==> src/rtl/cpm_pkg.sv <==
// Shared types and constants for the checkpoint sequence monitor.
package cpm_pkg;

  typedef enum logic [1:0] {
    ST_IDLE  = 2'b00,
    ST_ARMED = 2'b01,
    ST_PASS  = 2'b10,
    ST_FAIL  = 2'b11
  } cpm_state_e;

  localparam logic [1:0] FC_NONE     = 2'b00;
  localparam logic [1:0] FC_TIMEOUT  = 2'b01;
  localparam logic [1:0] FC_MISMATCH = 2'b10;

endpackage

==> src/rtl/cpm_sync.sv <==
// Two-flop synchronizer bringing the asynchronous checkpoint bus into the clock domain.
module cpm_sync #(
  parameter int WIDTH = 16
) (
  input  logic             clk_i,
  input  logic             rst_i,
  input  logic [WIDTH-1:0] d_i,
  output logic [WIDTH-1:0] q_o
);

  logic [WIDTH-1:0] meta_q;
  logic [WIDTH-1:0] sync_q;

  // Synchronizer chain
  always_ff @(posedge clk_i) begin
    if (rst_i) begin
      meta_q <= {WIDTH{1'b0}};
      sync_q <= {WIDTH{1'b0}};
    end else begin
      meta_q <= d_i;
      sync_q <= meta_q;
    end
  end

  assign q_o = sync_q;

endmodule

==> src/rtl/checkpoint_seq_monitor.sv <==
// Watches a checkpoint bus for an ordered sequence of expected values and
// reports pass, timeout or (in strict mode) an unexpected intermediate value.
module checkpoint_seq_monitor
  import cpm_pkg::*;
#(
  parameter int WIDTH     = 16,
  parameter int DEPTH     = 4,
  parameter int TIMEOUT_W = 24
) (
  input  logic                       wb_clk_i,
  input  logic                       wb_rst_i,
  input  logic [WIDTH-1:0]           check_i,
  input  logic                       start_i,
  input  logic                       abort_i,
  input  logic                       strict_i,
  input  logic [$clog2(DEPTH+1)-1:0] len_i,
  input  logic [TIMEOUT_W-1:0]       limit_i,
  input  logic                       cfg_we_i,
  input  logic [$clog2(DEPTH)-1:0]   cfg_addr_i,
  input  logic [WIDTH-1:0]           cfg_data_i,
  output logic                       busy_o,
  output logic                       pass_o,
  output logic                       fail_o,
  output logic                       hit_o,
  output logic [1:0]                 fail_code_o,
  output logic [$clog2(DEPTH+1)-1:0] stage_o
);

  localparam int LW = $clog2(DEPTH+1);
  localparam int AW = $clog2(DEPTH);

  logic [WIDTH-1:0]     sync_val;
  logic [WIDTH-1:0]     hist_q;
  logic [WIDTH-1:0]     table_q [DEPTH];
  logic [WIDTH-1:0]     expected;

  cpm_state_e           state_q, state_d;
  logic [LW-1:0]        stage_q, stage_d, stage_inc;
  logic [LW-1:0]        len_q, len_d;
  logic [TIMEOUT_W-1:0] cnt_q, cnt_d, cnt_inc;
  logic [TIMEOUT_W-1:0] limit_q, limit_d;
  logic                 strict_q, strict_d;
  logic                 hit_q, hit_d;
  logic [1:0]           code_q, code_d;

  cpm_sync #(.WIDTH(WIDTH)) u_sync (
    .clk_i (wb_clk_i),
    .rst_i (wb_rst_i),
    .d_i   (check_i),
    .q_o   (sync_val)
  );

  // stage_q never reaches DEPTH while ARMED, so the truncated index is safe there
  assign expected  = table_q[stage_q[AW-1:0]];
  assign stage_inc = stage_q + LW'(1);
  assign cnt_inc   = (cnt_q == {TIMEOUT_W{1'b1}}) ? cnt_q : cnt_q + TIMEOUT_W'(1);

  // Next-state logic: start beats abort beats run evaluation; a match beats timeout and mismatch
  always_comb begin
    state_d  = state_q;
    stage_d  = stage_q;
    len_d    = len_q;
    cnt_d    = cnt_q;
    limit_d  = limit_q;
    strict_d = strict_q;
    code_d   = code_q;
    hit_d    = 1'b0;
    if (start_i) begin
      stage_d  = {LW{1'b0}};
      cnt_d    = {TIMEOUT_W{1'b0}};
      len_d    = (len_i > LW'(DEPTH)) ? LW'(DEPTH) : len_i;
      limit_d  = limit_i;
      strict_d = strict_i;
      code_d   = FC_NONE;
      state_d  = (len_i == {LW{1'b0}}) ? ST_PASS : ST_ARMED;
    end else if (abort_i) begin
      state_d = ST_IDLE;
      code_d  = FC_NONE;
    end else if (state_q == ST_ARMED) begin
      cnt_d = cnt_inc;
      if (sync_val == expected) begin
        stage_d = stage_inc;
        hit_d   = 1'b1;
        if (stage_inc == len_q) begin
          state_d = ST_PASS;
        end else begin
          state_d = ST_ARMED;
        end
      end else if ((limit_q != {TIMEOUT_W{1'b0}}) && (cnt_inc >= limit_q)) begin
        state_d = ST_FAIL;
        code_d  = FC_TIMEOUT;
      end else if (strict_q && (sync_val != hist_q)) begin
        state_d = ST_FAIL;
        code_d  = FC_MISMATCH;
      end else begin
        state_d = ST_ARMED;
      end
    end else begin
      state_d = state_q;
    end
  end

  // Run state registers; history always trails the synchronized value by one cycle
  always_ff @(posedge wb_clk_i) begin
    if (wb_rst_i) begin
      state_q  <= ST_IDLE;
      stage_q  <= {LW{1'b0}};
      len_q    <= {LW{1'b0}};
      cnt_q    <= {TIMEOUT_W{1'b0}};
      limit_q  <= {TIMEOUT_W{1'b0}};
      strict_q <= 1'b0;
      code_q   <= FC_NONE;
      hit_q    <= 1'b0;
      hist_q   <= {WIDTH{1'b0}};
    end else begin
      state_q  <= state_d;
      stage_q  <= stage_d;
      len_q    <= len_d;
      cnt_q    <= cnt_d;
      limit_q  <= limit_d;
      strict_q <= strict_d;
      code_q   <= code_d;
      hit_q    <= hit_d;
      hist_q   <= sync_val;
    end
  end

  // Expected-value table; frozen while a run is armed
  always_ff @(posedge wb_clk_i) begin
    if (wb_rst_i) begin
      for (int i = 0; i < DEPTH; i++) begin
        table_q[i] <= {WIDTH{1'b0}};
      end
    end else if (cfg_we_i && (state_q != ST_ARMED)) begin
      table_q[cfg_addr_i] <= cfg_data_i;
    end
  end

  assign busy_o      = (state_q == ST_ARMED);
  assign pass_o      = (state_q == ST_PASS);
  assign fail_o      = (state_q == ST_FAIL);
  assign hit_o       = hit_q;
  assign fail_code_o = code_q;
  assign stage_o     = stage_q;

endmodule

==> config.mk <==
export PLATFORM = sky130hd
export DESIGN_NAME = checkpoint_seq_monitor
export DESIGN_NICKNAME = d
export VERILOG_FILES = /design/src/rtl/cpm_pkg.sv /design/src/rtl/cpm_sync.sv /design/src/rtl/checkpoint_seq_monitor.sv
export SDC_FILE = /design/constraint.sdc
export NUM_CORES = 1
export LEC_CHECK = 0
export CAP_MARGIN = 20
export CORE_MARGIN = 2
export CORE_UTILIZATION = 54
export CTS_BUF_LIST = sky130_fd_sc_hd__clkbuf_8
export DETAILED_ROUTE_END_ITERATION = 8
export PLACE_DENSITY = 0.82
export SYNTH_ARGS = -nofsm -noshare
export SYNTH_HDL_FRONTEND = slang
export SYNTH_SLANG_ARGS = --single-unit
==> constraint.sdc <==
create_clock -name wb_clk_i -period 3.1 [get_ports wb_clk_i]
set_input_delay 0.62 -clock wb_clk_i [delete_from_list [all_inputs] [get_ports wb_clk_i]]
set_output_delay 0.62 -clock wb_clk_i [all_outputs]
set_load 0.02 [all_outputs]
# Word level (Yosys, flattened, before mapping)
# Memory sizes are Yosys's and may differ from the RTL's. A register that Yosys moved wholly into a read port is not among the register bits.
# Cells that the tools add are included.
totals:
  ff_bits: 108
  mem_bits_rw: 64
  input_bits: 67
  mem_count: 1
memory_table:
  columns: ["name", "depth", "word_bits", "rd", "rd_clocked_by_memory_dff", "wr", "line", "text"]
  rows:
  - ["table_q", 4, 16, 1, 1, 4, "checkpoint_seq_monitor.sv:34", "logic [WIDTH-1:0] table_q [DEPTH];"]
op_classes:
  n_addsub: 2
  order_cmp: 2
  n_eq_ne: 8
  muxes: 23
  bitwise: 3
  reduce_logical: 14
op_table:
  columns: ["operator", "n"]
  rows:
  - ["$mux W2", 13]
  - ["$add A24 B1 Y24 const B", 1]
  - ["$eq A24 B24 Y1 const B", 1]
  - ["$ge A24 B24 Y1", 1]
  - ["$mux W24", 1]
  - ["$reduce_bool A24 Y1", 1]
  - ["$eq A16 B16 Y1", 1]
  - ["$mux W16", 1]
  - ["$ne A16 B16 Y1", 1]
  - ["$reduce_or A16 Y1", 1]
  - ["$mux W1", 7]
  - ["$reduce_and A3 Y1", 2]
  - ["$eq A2 B2 Y1 const B", 2]
  - ["$reduce_or A4 Y1", 1]
  - ["$add A3 B1 Y3 const B", 1]
  - ["$eq A3 B3 Y1", 1]
  - ["$gt A3 B3 Y1 const B", 1]
  - ["$logic_and A1 B1 Y1", 3]
  - ["$logic_not A3 Y1", 1]
  - ["$mux W3", 1]
  - ["$not A1 Y1", 3]
  - ["$reduce_bool A3 Y1", 1]
  - ["$reduce_or A3 Y1", 1]
  - ["$eq A2 B1 Y1 const B", 1]
  - ["4 further kinds", 4]

# Depth between registers and ports, before layout
# Gate-level depths: netlist (run 1).
logic_depth:
  ltp_word: 9
  ltp_mapped: 16

# Modules after synthesis
# Synthesis (run 1) repeated with hierarchy kept, for this count alone.
hier_totals:
  cells_unflattened: 733
  area_unflattened_um2: 8079.0
modules_own_cells:
  columns: ["mod", "instances", "cells_per_inst", "area_per_inst_um2", "seq_area_each_um2"]
  rows:
  - ["checkpoint_seq_monitor", 1, 666, 7215.7, 3483.3]
  - ["cpm_sync", 1, 67, 863.3, 640.6]

# Worst setup path after synthesis (run 1)
# Ideal clock, no wire load.
synth_path:
  path_type: "reg2reg"
  startpoint: "reg cnt_q[6]"
  endpoint: "reg code_q[0] (netlist: fail_code_o[0])"
  setup_ns: 0.132
  t_arrival_ns: 3.202
  path_slack_ns: -0.234
  stages_incl_launch_ff: 17
  synth_period_minus_slack_ns: 3.334
  path_cell_list: "dfxtp_1 clkbuf_1 and4_1 and3_1 clkbuf_1 and3_1 clkbuf_1 nor2_1 nand4_1 xnor2_1 ha_1 a21oi_1 o21ai_0 a2111oi_0 a211oi_1 o2111ai_1 o32ai_1"
synth_via:
  elab_chain_cells: 6
  word_cells_on_any_way: 8
  cone_classes: "add/sub: 1; order compare: 1; eq/ne: 1; mux: 2; reduce/logical: 3"
synth_rtl:
  columns: ["item", "line", "text"]
  rows:
  - ["start, declared", "checkpoint_seq_monitor.sv:40", "logic [TIMEOUT_W-1:0] cnt_q, cnt_d, cnt_inc;"]
  - ["start signal, assigned", "checkpoint_seq_monitor.sv:109", "cnt_q <= {TIMEOUT_W{1'b0}};"]
  - ["start signal, assigned", "checkpoint_seq_monitor.sv:119", "cnt_q <= cnt_d;"]
  - ["$add A24 B1 Y24 or $eq A24 B24 Y1 (tied branches)", "checkpoint_seq_monitor.sv:56", "assign cnt_inc = (cnt_q == {TIMEOUT_W{1'b1}}) ? cnt_q : cnt_q + TIMEOUT_W'(1);"]
  - ["$mux W24 (*)", "checkpoint_seq_monitor.sv:56", null]
  - ["via cnt_inc[11]", "checkpoint_seq_monitor.sv:40", null]
  - ["$ge A24 B24 Y1 (*)", "checkpoint_seq_monitor.sv:89", "end else if ((limit_q != {TIMEOUT_W{1'b0}}) && (cnt_inc >= limit_q)) begin"]
  - ["$logic_and A1 B1 Y1 (*)", "checkpoint_seq_monitor.sv:89", null]
  - ["$reduce_bool A2 Y1 (no line)", null, null]
  - ["$reduce_and A3 Y1 (no line)", null, null]
  - ["end signal, assigned", "checkpoint_seq_monitor.sv:122", "code_q <= code_d;"]
  - ["end, declared", "checkpoint_seq_monitor.sv:44", "logic [1:0] code_q, code_d;"]
# The timed path passes the listed nets; every way through them passes the cells marked *.
# A chain may end at the register's enable or synchronous reset.

# Worst setup path in the final report (run 1)
layout_path:
  startpoint: "reg cnt_q[2]"
  endpoint: "reg code_q[0] (netlist: fail_code_o[0])"
# The elaborated chain is that of the path after synthesis.

==> metrics.md, run 1 <==
| Metric | Value |
|---|---|
| Synthesized area per cell | 10.9 um2 |
| Vias | 5868 |
| First-pass GRT wire length | 29000 um |
| Cts bufs inserted | 17 |
| Number of synthesized flops with an enable pin | 64 |
| Avg WL per Cell | 17.9 um |
| Reg2Reg Depth | 13 |
| Post-layout instance area | 9960 um2 |
| Tcrit/Tclk final | 1.01 |
| Crit Path Category | register to register |
| Hold Path Origin | u_sync.meta_q[10] |
| PortBufs | 75 |
| TritonCTS clock tree | yes |
| Clock root buffer | clkbuf_8 |
| RR Endpoint | fail_code_o[0] |
| Drt initial violations | 362 |
| Max Fanout on Critical Path | 6 |
| Max cap viols | 0 |
| Placed cell area | 9220 um2 |
| Ys Warns | 0 |
| I/O pin count | 76 |
| Commonest cells after routing, fill and taps aside | dfxtp_1, clkdlybuf4s50_1, nor2_1, and2_1, edfxtp_1 |
| Failing checks | setup timing |
| Clock Skew | 0.0170 ns |
| PwrDens | 474 nW/um2 |
| Setup ws final | -0.0271 ns |
| CP Capture Point | fail_code_o[0] |
| Synth top area cells | dfxtp_1, edfxtp_1, and2_1 |
| Clk sinks | 174 |
| Clock Latency Late Sink | 0.48 ns |
| # fillers | 1047 |
| Fin crit period | 3.13 ns |
| Antenna Nets Post-Route | 0 |
| # setup viols final | 2 |
| Drt first pass iters | 5 |
| Nets | 946 |
| Hold/Removal Path Class | register to register |
| M1 WL | 7870 um |
| Post-CTS Hold Fix Bufs | 0 |
| Final GP Congestion | 0.949 |
| Initial core utilization | 0.552 |
| Status | finished, violations left |
| Req. time, crit path | 3.44 ns |
| CP Launch Type | register |
| Slew HR | 0.443 |
| RSZ-0062 raised after global routing | yes |
| Detail Route met2 WL | 9250 um |
| Post-synth top area cell | dfxtp_1 |
| Die W | 126 um |
| Non-Filler Instances | 1050 |
| Top_reg_cell synth | dfxtp_1 |
| Commonest non-fill, non-tap cell in the layout | dfxtp_1 |
| Register-to-register setup slack | -0.03 ns |
| Largest net degree at the start of global routing | 74 |
| Flops & latches, synth | 174 |
| Worst setup EP type | register |
| CTS max path bufs | 2 |
| Die footprint | 15800 um2 |
| Fin. Hold Viols | 0 |
| Yosys top cell area share | 0.275 |
| Row count | 44 |
| Synth-to-layout area growth | 24.2% |
| GRT overflow | 0 |
| DRC Markers | 0 |
| Placeable Area | 14500 um2 |
| Routed wire length | 18800 um |
| Ratio of cells with drive above 1 in the final layout | 0.159 |
| Final core utilization | 0.686 |
| Max VDD drop | 302 uV |
| Post-synth cell types | 48 |
| Total GRT Usage | 0.232 |
| Number of diodes | 0 |
| Metal3 WL | 1100 um |
| Peak Freq | 320 MHz |
| Post-Place Cells | 1011 |
| Die Ht | 126 um |
| Place WS | -0.0884 ns |
| Post-Syn Instances | 739 |
| Vias/cell | 5.59 |
| Vias in the first global route | 6072 |
| Initial antenna violation count | 0 |
| H-Tree Depth | 4 |
| Cell Area, Synth | 8020 um2 |
| Tightest Pin Transition | 0.836 ns |
| Reg clk slew, reported paths | 0.09 ns |
| CP Data Arrival Time | 3.47 ns |
| Max Transition Viols Final | 0 |
| Async SR Flop Fraction | 0 |
| Worst setup startpoint | cnt_q[2] |
| Net Count, Synth | 832 |
| Register area share after synthesis | 0.514 |
| Leakage power | 4.01 nW |
| Highest metal used | met4 |
| Power Total | 0.00472 W |
| Post-DP HPWL | 12800 um |
| Worst r2r src | cnt_q[2] |
-- state kept, by name (all words and copies together), names as in the netlist, named ones only --
name           count
len_q              3
hist_q            16
strict_q           1
hit_o              1
stage_o            3
table_q           64
cnt_q             24
state_q            2
limit_q           24
u_sync.meta_q     16
fail_code_o        2
u_sync.q_o        16
-- routing by layer --
layer	vias to the layer above	GRT usage
met4	0	0.0976
met3	50	0.0607
met1	2833	0.277
met5	-	0
li1	2805	-
met2	180	0.397
-- cell families after synthesis --
kind of cell,synth area share
flip-flops,0.514
buffers and inverters,0.0301
AO/OA/AOI/OAI,0.0441
AND/OR/NAND/NOR,0.209
XOR/XNOR,0.0775
adder cells (fa/ha/maj),0.0406
multiplexers,0.0849
-- area by class of cell --
| type | instances | area, um2 | area share |
|---|---|---|---|
| well taps | 184 | 230 | 0.0231 |
| clock buffers | 18 | 248 | 0.0249 |
| clock inverters | 14 | 214 | 0.0215 |
| repair buffers | 128 | 1160 | 0.116 |
| inverters | 25 | 93.8 | 0.00942 |
| multi-input cells | 507 | 3890 | 0.390 |
| flip-flops and latches | 174 | 4130 | 0.415 |
-- where the power goes --
| group | internal [W] | total [W] | switching, W |
|---|---|---|---|
| Clock | 0.000957 | 0.00180 | 0.000844 |
| Combinational | 0.000205 | 0.000404 | 0.000200 |
| Sequential | 0.00246 | 0.00252 | 0.0000506 |
-- worst max-delay path, stage by stage (launching register included) --
cell       delay, ns
dfxtp_1         0.49
nand3_4         0.13
nor3_4          0.28
and3_4          0.25
nor2_4          0.06
nand3_1         0.09
xnor2_1         0.19
ha_1            0.32
a21oi_1         0.21
nor2_1          0.11
a2111oi_4       0.35
a211oi_4        0.13
o2111ai_2       0.27
o32ai_2         0.13
-- synth_stat cells (all sizes together) (3+ instances only) --
cell / count
or2: 3
xnor2: 34
nor4: 13
nor4b: 3
nor2b: 50
nand2b: 4
a41o: 3
edfxtp: 64
and4: 4
mux4: 16
o21ai: 9
nor3: 15
clkbuf: 25
nand2: 36
dfxtp: 110
nand4: 18
nand3: 15
a31oi: 5
inv: 25
and2: 67
buf: 8
mux2i: 26
nor2: 70
a21oi: 19
ha: 26
and3: 8
or3: 3
xor2: 37
-- metrics by stage --
| stage | hold WS [ns] | setup TNS, ns |
|---|---|---|
| floorplan | 0.414 | 0 |
| global placement | 0.428 | 0 |
| detailed placement | 0.425 | -0.170 |
| CTS | 0.445 | 0 |
| global route | 0.461 | -0.159 |
| finish | 0.441 | -0.0344 |
-- how the worst min path moves through the flow --
stage	endpoint	slack [ns]	depth (start not counted)
2_1_floorplan	u_sync.q_o[0]	0.41	1
3_3_place_gp	u_sync.q_o[13]	0.43	1
5_1_grt	u_sync.q_o[13]	0.46	1
4_1_cts	u_sync.q_o[10]	0.45	1
6_report	u_sync.q_o[10]	0.44	1
3_5_place_dp	u_sync.q_o[10]	0.43	1
-- what timing repair did --
item / in CTS / in global routing
endpoints found under the setup margin: 3 / 3
cloned: 0 / 0
gates resized for setup: 5 / 48
pin swaps: 1 / 29
setup buffers: 0 / 6
Power figures use the tool's default switching activity.
==> inputs of run 2 (changes only) <==
--- a/config.mk
+++ b/config.mk
@@ -5,12 +5,12 @@
 export SDC_FILE = /design/constraint.sdc
 export NUM_CORES = 1
 export LEC_CHECK = 0
-export CAP_MARGIN = 20
 export CORE_MARGIN = 2
 export CORE_UTILIZATION = 54
 export CTS_BUF_LIST = sky130_fd_sc_hd__clkbuf_8
 export DETAILED_ROUTE_END_ITERATION = 8
 export PLACE_DENSITY = 0.82
+export SLEW_MARGIN = 0
 export SYNTH_ARGS = -nofsm -noshare
 export SYNTH_HDL_FRONTEND = slang
 export SYNTH_SLANG_ARGS = --single-unit
==> metrics.md, run 2 (synthesis gave the netlist of run 1 again) <==
| Metric | Value |
|---|---|
| Largest net degree at the start of global routing | 74 (unchanged) |
| Worst setup startpoint | cnt_q[1] (was cnt_q[2]) |
| Commonest cells after routing, fill and taps aside | dfxtp_1, clkdlybuf4s50_1, nor2_1, and2_1, edfxtp_1 (unchanged) |
| Ratio of cells with drive above 1 in the final layout | 0.158 (was 0.159) |
| WHS Path Cells | 1 (unchanged) |
| Hold Slack | 0.441 ns (about the same) |
| Nets | 945 (was 946) |
| Max VDD drop | 301 uV (was 302 uV) |
| Synth-to-layout area growth | 24.1% (was 24.2%) |
| PwrDens | 474 nW/um2 (about the same) |
| Max Transition Viols Final | 0 (unchanged) |
| Vias/cell | 5.61 (was 5.59) |
| CTS max path bufs | 2 (unchanged) |
| Die Ht | 126 um (unchanged) |
| Crit Path Category | register to register (unchanged) |
| Number of diodes | 0 (unchanged) |
| Post-layout instance area | 9960 um2 (about the same) |
| Reg2Reg Depth | 14 (was 13) |
| Placed cell area | 9220 um2 (unchanged) |
| Final GP Congestion | 0.949 (unchanged) |
| Max Fanout on Critical Path | 6 (unchanged) |
| Logic pwr share | 0.085 (was 0.086) |
| Peak Freq | 324 MHz (was 320 MHz) |
| Reg clk slew, reported paths | 0.09 ns (about the same) |
| Vias in the first global route | 6072 (unchanged) |
| Die footprint | 15800 um2 (unchanged) |
| Total GRT Usage | 0.232 (unchanged) |
| Slew HR | 0.300 (was 0.443) |
| Worst setup EP type | register (unchanged) |
| CP Launch Type | register (unchanged) |
| DRC Markers | 0 (unchanged) |
| Status | complete, no violations (was finished, violations left) |
| Fin crit period | 3.09 ns (was 3.13 ns) |
| # setup viols final | 0 (was 2) |
| Reg power frac | 0.532 (was 0.533) |
| Commonest non-fill, non-tap cell in the layout | dfxtp_1 (unchanged) |
| Tcrit/Tclk final | 0.996 (was 1.01) |
| Drt initial violations | 354 (was 362) |
| Final core utilization | 0.685 (was 0.686) |
| GRT overflow | 0 (unchanged) |
| First-pass GRT wire length | 29000 um (unchanged) |
| Worst r2r src | cnt_q[1] (was cnt_q[2]) |
| Routed wire length | 18800 um (about the same) |
| Sw frac | 0.232 (about the same) |
| Largest register FFs | 64 (unchanged) |
| Clock Skew | 0.0159 ns (was 0.0170 ns) |
| Clk sinks | 174 (unchanged) |
| Initial antenna violation count | 0 (unchanged) |
| Reg area | 4130 um2 (unchanged) |
| Clock root buffer | clkbuf_8 (unchanged) |
| PortBufs | 75 (unchanged) |
| I/O pin count | 76 (unchanged) |
| Internal power | 0.00363 W (about the same) |
| Hold Path Origin | u_sync.meta_q[10] (unchanged) |
| Max cap viols | 0 (unchanged) |
| Drt first pass iters | 5 (unchanged) |
| Tightest Pin Transition | 1.05 ns (was 0.836 ns) |
| Vias | 5886 (was 5868) |
| Clock power frac | 0.382 (about the same) |
| H-Tree Depth | 4 (unchanged) |
| Avg WL per Cell | 17.9 um (about the same) |
| Sw Pwr | 0.00110 W (was 0.00109 W) |
| CP Data Arrival Time | 3.43 ns (was 3.47 ns) |
| Antenna Nets Post-Route | 0 (unchanged) |
| Area of the multi-input gates | 3890 um2 (unchanged) |
| Post-DP HPWL | 12800 um (unchanged) |
| Req. time, crit path | 3.44 ns (about the same) |
| Post-CTS Hold Fix Bufs | 0 (unchanged) |
| Die W | 126 um (unchanged) |
| Row count | 44 (unchanged) |
| Cts bufs inserted | 17 (unchanged) |
| Placeable Area | 14500 um2 (unchanged) |
| Initial core utilization | 0.552 (unchanged) |
| Largest regs | table_q: 64 flops, cnt_q: 24 flops, limit_q: 24 flops (unchanged) |
| Fin. Hold Viols | 0 (unchanged) |
| Biggest register | table_q (unchanged) |
| # fillers | 1047 (unchanged) |
| TritonCTS clock tree | yes (unchanged) |
| RSZ-0062 raised after global routing | yes (unchanged) |
| Clock Latency Late Sink | 0.47 ns (was 0.48 ns) |
| Leakage power | 4.00 nW (was 4.01 nW) |
| Hold/Removal Path Class | register to register (unchanged) |
-- run 2: critical path: stages, from the launching register on --
cell and delay, ns:
dfxtp_2 0.37, ha_4 0.15, nand3_4 0.09, nor3_4 0.28, and3_4 0.25, nor2_4 0.06
nand3_1 0.09, xnor2_1 0.18, ha_1 0.31, a21oi_1 0.21, nor2_1 0.10, a2111oi_4 0.35
a211oi_4 0.13, o2111ai_2 0.27, o32ai_2 0.13
-- run 2: worst paths after layout --
check / end / slack [ns]
hold reg to reg: u_sync.q_o[10] / 0.44
hold / removal: u_sync.q_o[10] / 0.44
setup reg to reg: fail_code_o[0] / 0.01
setup / recovery: fail_code_o[0] / 0.01
-- run 2: metrics by stage --
| step | power [W] | TNS [ns] | setup slack [ns] | cells |
|---|---|---|---|---|
| 2_1_floorplan | 0.00276 | 0 | 0.0350 | 739 |
| 3_3_place_gp | 0.00292 | 0 | 0.0323 | 1011 |
| 3_5_place_dp | 0.00294 | -0.170 | -0.0884 | 1011 |
| 4_1_cts | 0.00472 | 0 | 0.00450 | 1043 |
| 5_1_grt | 0.00487 | -0.159 | -0.106 | 1049 |
| 6_report | 0.00472 | 0 | 0.0130 | 1049 |
-- run 2: what timing repair did --
item,4_1_cts,5_1_grt
pin swaps,1,29
buffers inserted,0,6
resized for setup,5,48
setup endpoints to repair,3,3
-- run 2: layout make-up --
cell class              instances  share of cell area
repair buffers                127               0.116
clock buffers                  18              0.0249
clock inverters                14              0.0215
well taps                     184              0.0231
multi-input cells             507               0.390
inverters                      25             0.00943
flip-flops and latches        174               0.415
-- run 2: power groups by stage --
stage               clock, W  combinational (W)  sequential (W)
floorplan                  0           0.000214         0.00255
detailed placement         0           0.000371         0.00257
finish               0.00181           0.000403         0.00252
global route         0.00190           0.000440         0.00253
global placement           0           0.000357         0.00256
CTS                  0.00183           0.000377         0.00251
-- run 2: routing by layer --
layer / track usage / up-vias / share of wire
met3: 0.0607 / 46 / 0.066
met4: 0.0976 / 0 / 0.028
met2: 0.397 / 209 / 0.50
met1: 0.277 / 2826 / 0.41
li1: - / 2805 / -
met5: 0 / - / 0
